[config.mk]
export PLATFORM = sky130hd
export DESIGN_NAME = wb_line_buffer
export DESIGN_NICKNAME = d
export VERILOG_FILES = /design/src/rtl/wb_line_buffer_pkg.sv /design/src/rtl/wb_line_buffer_tag_match.sv /design/src/rtl/wb_line_buffer.sv
export SDC_FILE = /design/constraint.sdc
export NUM_CORES = 1
export LEC_CHECK = 0
export ABC_CLOCK_PERIOD_IN_PS = 21000
export BUFFER_PORTS_ARGS = -buffer_cell sky130_fd_sc_hd__buf_2
export CELL_PAD_IN_SITES_DETAIL_PLACEMENT = 1
export CELL_PAD_IN_SITES_GLOBAL_PLACEMENT = 2
export CORE_MARGIN = 3
export CORE_UTILIZATION = 40
export CTS_CLUSTER_SIZE = 25
export DETAILED_ROUTE_END_ITERATION = 16
export PLACE_DENSITY = 0.9
export SYNTH_ARGS = -nofsm -noshare
export SYNTH_HDL_FRONTEND = slang
export SYNTH_SLANG_ARGS = --single-unit
export TNS_END_PERCENT = 1
[constraint.sdc]
create_clock -name clk -period 21 [get_ports clk]
set_input_delay 4.2 -clock clk [delete_from_list [all_inputs] [get_ports clk]]
set_output_delay 4.2 -clock clk [all_outputs]
set_load 0.01 [all_outputs]
[src/rtl/wb_line_buffer_pkg.sv]
// Shared types for the write-back line buffer.
//   wb_state_e  : drain FSM encoding (IDLE / ISSUE / WAIT)
//   line_tag_w  : width of a line tag (byte address minus line offset bits)
package wb_line_buffer_pkg;

  typedef enum logic [1:0] {
    WB_IDLE  = 2'd0,
    WB_ISSUE = 2'd1,
    WB_WAIT  = 2'd2
  } wb_state_e;

  function automatic int line_tag_w(input int line_size);
    return 32 - $clog2(line_size);
  endfunction

endpackage

[src/rtl/wb_line_buffer_tag_match.sv]
// DEPTH-way line-tag compare with youngest-wins priority.
//   valid_i : per-entry valid mask
//   tag_i   : per-entry line tags
//   key_i   : tag to look up
//   head_i  : oldest entry; age increases walking forward from head
//   hit_o   : some masked-in entry matches
//   idx_o   : index of the youngest matching entry
module wb_tag_match
  import wb_line_buffer_pkg::*;
#(
  parameter int DEPTH = 4,
  parameter int TW    = 28,
  localparam int PW   = $clog2(DEPTH)
) (
  input  logic [DEPTH-1:0]         valid_i,
  input  logic [DEPTH-1:0][TW-1:0] tag_i,
  input  logic [TW-1:0]            key_i,
  input  logic [PW-1:0]            head_i,
  output logic                     hit_o,
  output logic [PW-1:0]            idx_o
);

  // Walk oldest to youngest so the last match seen is the youngest.
  always_comb begin
    logic [PW-1:0] j;
    j     = '0;
    hit_o = 1'b0;
    idx_o = '0;
    for (int k = 0; k < DEPTH; k++) begin
      j = head_i + PW'(k);
      if (valid_i[j] && tag_i[j] == key_i) begin
        hit_o = 1'b1;
        idx_o = j;
      end
    end
  end

endmodule

[src/rtl/wb_line_buffer.sv]
// Write-back line buffer between cache eviction and line-granular memory.
// Victim lines are accepted in one cycle, merged into a pending entry for the
// same line when possible, drained oldest-first, and forwarded to refill
// lookups so the cache never reads stale memory.
//   clk, reset                 : clock, synchronous active-high reset
//   wb_valid/wb_addr/wb_data   : victim push; wb_ready = room available
//   lk_addr -> lk_hit/lk_data  : combinational lookup, youngest match wins
//   empty                      : nothing buffered and drain idle
//   mem_*                      : write request toward data memory
module wb_line_buffer
  import wb_line_buffer_pkg::*;
#(
  parameter int LINE_SIZE = 16,
  parameter int DEPTH     = 4,
  localparam int DW       = LINE_SIZE * 8,
  localparam int TW       = line_tag_w(LINE_SIZE)
) (
  input  logic          clk,
  input  logic          reset,
  input  logic          wb_valid,
  input  logic [31:0]   wb_addr,
  input  logic [DW-1:0] wb_data,
  output logic          wb_ready,
  input  logic [31:0]   lk_addr,
  output logic          lk_hit,
  output logic [DW-1:0] lk_data,
  output logic          empty,
  output logic          mem_is_input_valid,
  output logic [TW-1:0] mem_addr,
  output logic          mem_write,
  output logic [DW-1:0] mem_din,
  input  logic          mem_ready
);

  localparam int OFF = $clog2(LINE_SIZE);
  localparam int PW  = $clog2(DEPTH);

  logic [DEPTH-1:0]         valid_q, valid_d;
  logic [DEPTH-1:0][TW-1:0] tag_q, tag_d;
  logic [DEPTH-1:0][DW-1:0] data_q, data_d;
  logic [PW-1:0]            head_q, head_d, tail_q, tail_d;
  logic [PW:0]              count_q, count_d;
  wb_state_e                state_q, state_d;

  logic [TW-1:0]    wb_tag, lk_tag;
  logic             in_flight, push, push_new, pop, mg_hit;
  logic [PW-1:0]    mg_idx, lk_idx;
  logic [DEPTH-1:0] head_oh, mg_valid;
  logic             unused_ok;

  assign wb_tag    = wb_addr[31:OFF];
  assign lk_tag    = lk_addr[31:OFF];
  assign unused_ok = ^{wb_addr[OFF-1:0], lk_addr[OFF-1:0]};

  assign in_flight = (state_q != WB_IDLE);
  assign head_oh   = {{(DEPTH-1){1'b0}}, 1'b1} << head_q;
  // The in-flight head already has its data on the bus; never merge into it.
  assign mg_valid  = valid_q & ~(in_flight ? head_oh : '0);

  assign wb_ready  = (count_q != (PW+1)'(DEPTH));
  assign push      = wb_valid && wb_ready;
  assign push_new  = push && !mg_hit;
  assign pop       = (state_q == WB_WAIT) && mem_ready;
  assign empty     = (count_q == '0) && (state_q == WB_IDLE);

  wb_tag_match #(.DEPTH(DEPTH), .TW(TW)) u_lk_match (
    .valid_i(valid_q), .tag_i(tag_q), .key_i(lk_tag), .head_i(head_q),
    .hit_o(lk_hit), .idx_o(lk_idx)
  );

  wb_tag_match #(.DEPTH(DEPTH), .TW(TW)) u_mg_match (
    .valid_i(mg_valid), .tag_i(tag_q), .key_i(wb_tag), .head_i(head_q),
    .hit_o(mg_hit), .idx_o(mg_idx)
  );

  assign lk_data = lk_hit ? data_q[lk_idx] : '0;

  // Storage next-state. Pop only happens in WAIT, where the head is excluded
  // from merging, so push and pop never touch the same entry.
  always_comb begin
    valid_d = valid_q;
    tag_d   = tag_q;
    data_d  = data_q;
    head_d  = head_q;
    tail_d  = tail_q;
    if (push) begin
      if (mg_hit) begin
        data_d[mg_idx] = wb_data;
      end else begin
        valid_d[tail_q] = 1'b1;
        tag_d[tail_q]   = wb_tag;
        data_d[tail_q]  = wb_data;
        tail_d          = tail_q + PW'(1);
      end
    end
    if (pop) begin
      valid_d[head_q] = 1'b0;
      head_d          = head_q + PW'(1);
    end
    count_d = count_q + {{PW{1'b0}}, push_new} - {{PW{1'b0}}, pop};
  end

  // Drain FSM next-state and memory request outputs.
  always_comb begin
    state_d            = state_q;
    mem_is_input_valid = 1'b0;
    mem_addr           = '0;
    mem_din            = '0;
    case (state_q)
      WB_IDLE:  if (count_q != '0) state_d = WB_ISSUE;
      WB_ISSUE: begin
        mem_is_input_valid = 1'b1;
        mem_addr           = tag_q[head_q];
        mem_din            = data_q[head_q];
        if (mem_ready) state_d = WB_WAIT;
      end
      WB_WAIT:  if (mem_ready) state_d = WB_IDLE;
      default:  state_d = WB_IDLE;
    endcase
  end

  assign mem_write = mem_is_input_valid;

  always_ff @(posedge clk) begin
    if (reset) begin
      valid_q <= '0;
      head_q  <= '0;
      tail_q  <= '0;
      count_q <= '0;
      state_q <= WB_IDLE;
    end else begin
      valid_q <= valid_d;
      head_q  <= head_d;
      tail_q  <= tail_d;
      count_q <= count_d;
      state_q <= state_d;
    end
  end

  // Payload is qualified by valid_q, so it needs no reset.
  always_ff @(posedge clk) begin
    tag_q  <= tag_d;
    data_q <= data_d;
  end

endmodule

* Word-level counts from Yosys, hierarchy flattened
Index checks and enable logic that the tools add are counted.
Word-level totals: register bits 637, input port bits 196, output and inout bits 289
Cells by class: order comparisons 10, add/subtract/negate cells 6, equal/unequal tests 14, shift operators 1, reduce and logical (&&, ||, !) cells 22, multiplexer cells 70, bitwise operators 6
Operator list (number):
- bitwise mux 512 bit | 2
- two-way mux 128 bit | 6
- binary-select mux 128 bit (select 2 bit) | 2
- demux 128 bit (select 2 bit) | 2
- two-way mux 512 bit | 1
- binary-select mux 28 bit (select 2 bit) | 4
- equality test 28 bit | 8
- two-way mux 28 bit | 6
- bitwise mux 112 bit | 1
- demux 28 bit (select 2 bit) | 1
- two-way mux 2 bit | 11
- less-than comparator 2 x 3 -> 1 bit, second input constant | 7
- two-way mux 1 bit | 19
- binary-select mux 1 bit (select 2 bit) | 8
- two-way mux 4 bit | 4
- logical AND 1 bit | 15
- AND 4 bit | 2
- inverter 4 bit | 2
- >= comparator 2 x 1 -> 1 bit, second input constant | 3
- case mux 2 bit (3 select lines) | 1
- adder 2 x 1 -> 2 bit, second input constant | 2
- adder 2 bit, second input constant | 2
- demux 1 bit (select 2 bit) | 2
- inequality test 2 bit, second input constant | 2
- other kinds (16) | 16

* Depth between registers and ports, before layout
depth in word-level cells 17, mapped depth 25, mapped depth without buffers 17

* Modules after synthesis
From an unflattened synthesis, not the netlist that was laid out.
Unflattened totals: cells, all modules 2995, area total of the unflattened synthesis 40736.6 sq um
By module, submodules not included:
- wb_line_buffer | cells an instance 1949, instances 1, seq. area each 18998.2 sq um, area an instance 31737.9 sq um
- wb_tag_match | cells an instance 523, instances 2, seq. area each 0.0 sq um, area an instance 4499.3 sq um

* Worst setup path before layout
OpenSTA, ideal clock, no wires.
path type input port to flip-flop, start point input wb_addr[15], end point register data_q[384] (netlist bit) (enable), cell stages on the path 11, arrival 15.005 ns, library setup time 0.792 ns, slack 5.203 ns, cells stage by stage clkbuf_1 -> o22a_1 -> o21ai_0 -> nor4_1 -> o22ai_1 -> or3_1 -> clkbuf_1 -> o21a_1 -> mux2i_2 -> nand2_1 -> o21ai_0
RTL lines:
- from (decl) | RTL line wb_line_buffer.sv:21 | input logic [31:0] wb_addr,
- to (signal assigned) | RTL line wb_line_buffer.sv:143 | data_q <= data_d;
- to (decl) | RTL line wb_line_buffer.sv:40 | logic [DEPTH-1:0][DW-1:0] data_q, data_d;

* Worst setup path in the final report
start point input lk_addr[24], end point output lk_data[93]
On the way: cells in the longest elaborated chain, start to end 9, elaborated cells on any way between the ends 19, those cells by class 4 x eq/ne; 11 x mux; 4 x reduce/logical
Ends and longest elaborated chain:
- from (decl) | RTL line wb_line_buffer.sv:24 | input logic [31:0] lk_addr,
- equality test 28 bit | RTL line wb_line_buffer_tag_match.sv:31 | if (valid_i[j] && tag_i[j] == key_i) begin
- logical AND 1 bit | RTL line wb_line_buffer_tag_match.sv:31
- two-way mux 2 bit (4 in series) | RTL line wb_line_buffer_tag_match.sv:31
- binary-select mux 128 bit (select 2 bit) | RTL line wb_line_buffer.sv:76 | assign lk_data = lk_hit ? data_q[lk_idx] : '0;
- two-way mux 128 bit (not written as such) | RTL line wb_line_buffer.sv:76
- two-way mux 128 bit (*) | RTL line wb_line_buffer.sv:76
- to (decl) | RTL line wb_line_buffer.sv:26 | output logic [DW-1:0] lk_data,
Mark *: on every way between the ends. The rest lies on a longest branch, timed or not. The select of a mux whose other input is x is not followed.

==> results by group <==
Outcome
  • Status: finished, final reports clean

Logic synthesis
  • Number of synthesized register bits: 637
  • Seq/Total Area, Yosys: 0.500
  • Mapped Area: between 0.03 and 0.04 mm²
  • EDFF count, synth: between 600 and 700
  • Synth Warn #: 0
  • Post-synth ARST share: 0
  • Syn nets: ~3100
  • Avg Inst Size Synth: around 13 µm²
  • Prevailing post-synth register cell: edfxtp_1
  • Syn Inst Count: approximately 2900
  • Synth cell types: 73

Floorplanning
  • Die footprint: 0.0988 mm²
  • IO Pins: 485
  • Floorplan Core Area: around 0.094 mm²
  • Die Ht: approximately 310 µm
  • Site row count: between 100 and 150
  • Starting Density: 0.406
  • Die W: approximately 310 µm

Layout
  • Fill cell count: approximately 9700
  • Most common cell after layout, fill and taps aside: edfxtp_1
  • Final Core Density: 0.464
  • Commonest non-fill, non-tap cells in the layout: 624 x edfxtp_1, 476 x buf_2, 391 x nor2b_1
  • Share of layout cells above drive strength 1: 0.265
  • Area growth syn-to-layout: 14.5%
  • NumNets Final: approximately 3400

Power
  • Power Density: ~94 mW/mm²
  • Max VDD drop: between 70 and 80 µV
  • LEAKAGE: 14.7 nW

Clock network
  • CTS tree: yes
  • H-tree Lvls: 3
  • Postcts setup bufs: 0
  • CTS Sinks: between 600 and 700
  • Clk_lat worst skew: 0.66 ns
  • Root buffer cell: clkbuf_16
  • Resized Gates After CTS: 0
  • Hold_buf cts: 0
  • Cts bufs inserted: 76
  • Clock slew at reported path FFs: 0.05 ns
  • Clk buf depth: 3

Drt
  • Final wirelength: approximately 130 mm
  • 1st-pass router iterations: 5
  • DR vias/cell: roughly 5.9
  • First DRT Iteration DRCs: ~2400
  • Routed vias: about 27000
  • Antenna-violating nets left: 0
  • Drt drc: 0
  • Avg WL per Cell: approximately 29 µm

Timing
  • Crit path time final: 13.08 ns
  • Max Slew Vio Count: 0
  • Worst-Margin Slew: about 1.1 ns
  • Slew headroom: 0.259
  • Hold Violations, Final: 0
  • RSZ-0062 raised after global routing: no
  • Worst hold slack: ~0.5 ns
  • Worst Skew: between 0.02 and 0.03 ns
  • Final TNS setup: 0 ns
  • Peak Freq: 76.4 MHz
  • Final setup vio count: 0
  • Final worst path period share: 0.623

Worst hold path
  • Min-delay src: state_q[1]$_SDFFE_PP0P_
  • Min-delay worst type: flop to flop
  • Worst Hold Depth: 1
  • End of the worst hold path: state_q[0]$_SDFFE_PP0P_

Setup path
  • Delay of the slowest critical-path stage: slightly below 0.9 ns
  • CP top delay family: buffers and inverters
  • CP Capture Type: primary output
  • Max FO, Critical Path: 65
  • Critical path type: primary input to primary output
  • R2R depth: 14
  • Reg2Reg Setup Slack: ~12 ns
  • Reg2Reg Launch Point: head_q[0]$_SDFFE_PP0P_
  • Worst r2r dst: data_q[469]$_DFFE_PP_
  • Slowest CP cell: buf_4
  • Worst endpoint required time: 16.80 ns
  • Worst path bufs/invs: 5
  • CP Launch Type: primary input
  • Cell Chain, Critical Path: buf_2 -> inv_1 -> a222oi_1 -> nand4_1 -> a2111oi_2 -> and3_1 -> a2111oi_0 -> o31ai_4 -> buf_4 -> buf_4 -> o22ai_1 -> buf_2
  • WP data arrival: 8.88 ns

Global routing
  • Global-route wire length before repair: ~190 mm
  • GRT Resource Usage Total: 0.257
  • Pin count of the biggest net entering global routing: around 150
  • Initial antenna violation count: 38
  • Vias in the first global route: approximately 28000
  • Total gr overflow: 0

Place
  • Final GP Congestion: between 0.9 and 1
  • Port Buf Inserts: 476
  • Detailed Place HPWL: 85.7 mm

Flow run
  • MaxCap Viol Count: 0
## state kept, by name, summed over array words and instances, names as in the netlist
signal	flops
valid_q	4
state_q	2
head_q	2
count_q	3
data_q	512
tail_q	2
tag_q	112
## worst register-to-register path, stage by stage, from the launching register on
cell and delay, ns:
dfxtp_4 0.90, buf_12 0.70, buf_4 0.94, mux4_2 0.70, xnor2_1 0.35, nand4_1 0.13
nor4_1 0.70, nor4bb_1 0.55, and2_1 0.26, o21ai_0 0.14, mux2i_2 0.45, nand2_1 0.17
o21ai_4 0.50, buf_4 0.91, buf_4 0.94
## cells in the mapped netlist (all sizes together) (3+ instances only)
cell       n  area (µm²)
mux2i    372        3730
and3       5        31.3
xnor2    144        1260
nor3       5        25.0
a2bb2oi   11        96.3
nor4      20         125
nor4b      3        26.3
and2     287        1800
mux2      19         214
o21a       6        45.0
a222oi     4        40.0
a21oi     25         125
o21ai     21         105
nor2      39         146
o221ai     9        78.8
o2111ai    6        52.6
o211ai     7        52.6
ha        10         125
a22oi      9        72.6
a2111oi    6        65.1
nand4     31         194
nand2     46         173
a211oi    11        87.6
dfxtp     13         260
a221oi    14         129
buf      142         956
a21boi     3        22.5
o2bb2ai    7        61.3
xor2      33         289
clkbuf   102         399
or2        4        25.0
nand3     13        65.1
o31ai      3        22.5
edfxtp   624       18700
nand2b     6        37.5
o22ai    149         932
nor2b    392        2450
inv       38         143
mux4     200        4500
a22o       5        43.8
## through the flow
stage	power, W	cell area [µm²]	worst slack [ns]	std cells
3_5_place_dp	0.00282	41000	7.99	4400
3_3_place_gp	0.00279	41000	7.97	4400
6_report	0.00409	43500	7.92	4567
2_1_floorplan	0.00241	38000	5.20	2874
4_1_cts	0.00411	43400	8.01	4535
5_1_grt	0.00425	43500	7.77	4554
## metal layers
| metal | vias to the layer above | track usage | share of wire |
|---|---|---|---|
| li1 | 11600 | - | - |
| met1 | 14000 | 0.317 | 0.38 |
| met2 | 1110 | 0.417 | 0.48 |
| met3 | 307 | 0.0649 | 0.080 |
| met4 | 12 | 0.134 | 0.056 |
| met5 | - | 0 | 0.00060 |
## report_power, final
part / internal [W] / leakage, nW / switching [W] / total, W
clock network: 0.000738 / 1.16 / 0.000545 / 0.00128
registers: 0.00160 / 6.03 / 0.0000822 / 0.00168
logic: 0.000433 / 7.48 / 0.000694 / 0.00113
## logic make-up after synthesis
kind of cell | Yosys count | share of synthesized area
compound gates | 310 | 0.0569
xor+xnor | 177 | 0.0408
fa+ha+maj | 11 | 0.00382
buf+inv | 284 | 0.0396
flops | 637 | 0.500
mux | 591 | 0.222
simple gates | 864 | 0.137
## worst max-delay path by stage
stage                                 end   startpoint  slack, ns  depth (start not counted)
floorplan           data_q[384]$_DFFE_PP_  wb_addr[15]       5.20                         11
global placement               lk_data[3]  lk_addr[24]       7.97                         12
detailed placement            lk_data[93]  lk_addr[24]       7.99                         12
CTS                           lk_data[93]  lk_addr[24]       8.01                         12
global route                   lk_data[6]  lk_addr[24]       7.77                         12
finish                        lk_data[93]  lk_addr[24]       7.92                         12
## area by class of cell
cell class | instances | area, µm² | area share
Clock buffer | 92 | 1980 | 0.0456
Antenna cell | 32 | 80.1 | 0.00184
Inverter | 40 | 153 | 0.00351
Tap cell | 1254 | 1570 | 0.0361
Sequential cell | 637 | 19000 | 0.437
Clock inverter | 43 | 410 | 0.00943
Multi-Input combinational cell | 1953 | 17600 | 0.404
Timing Repair Buffer | 516 | 2720 | 0.0625
No activity file was read; power rests on OpenSTA's default activity.
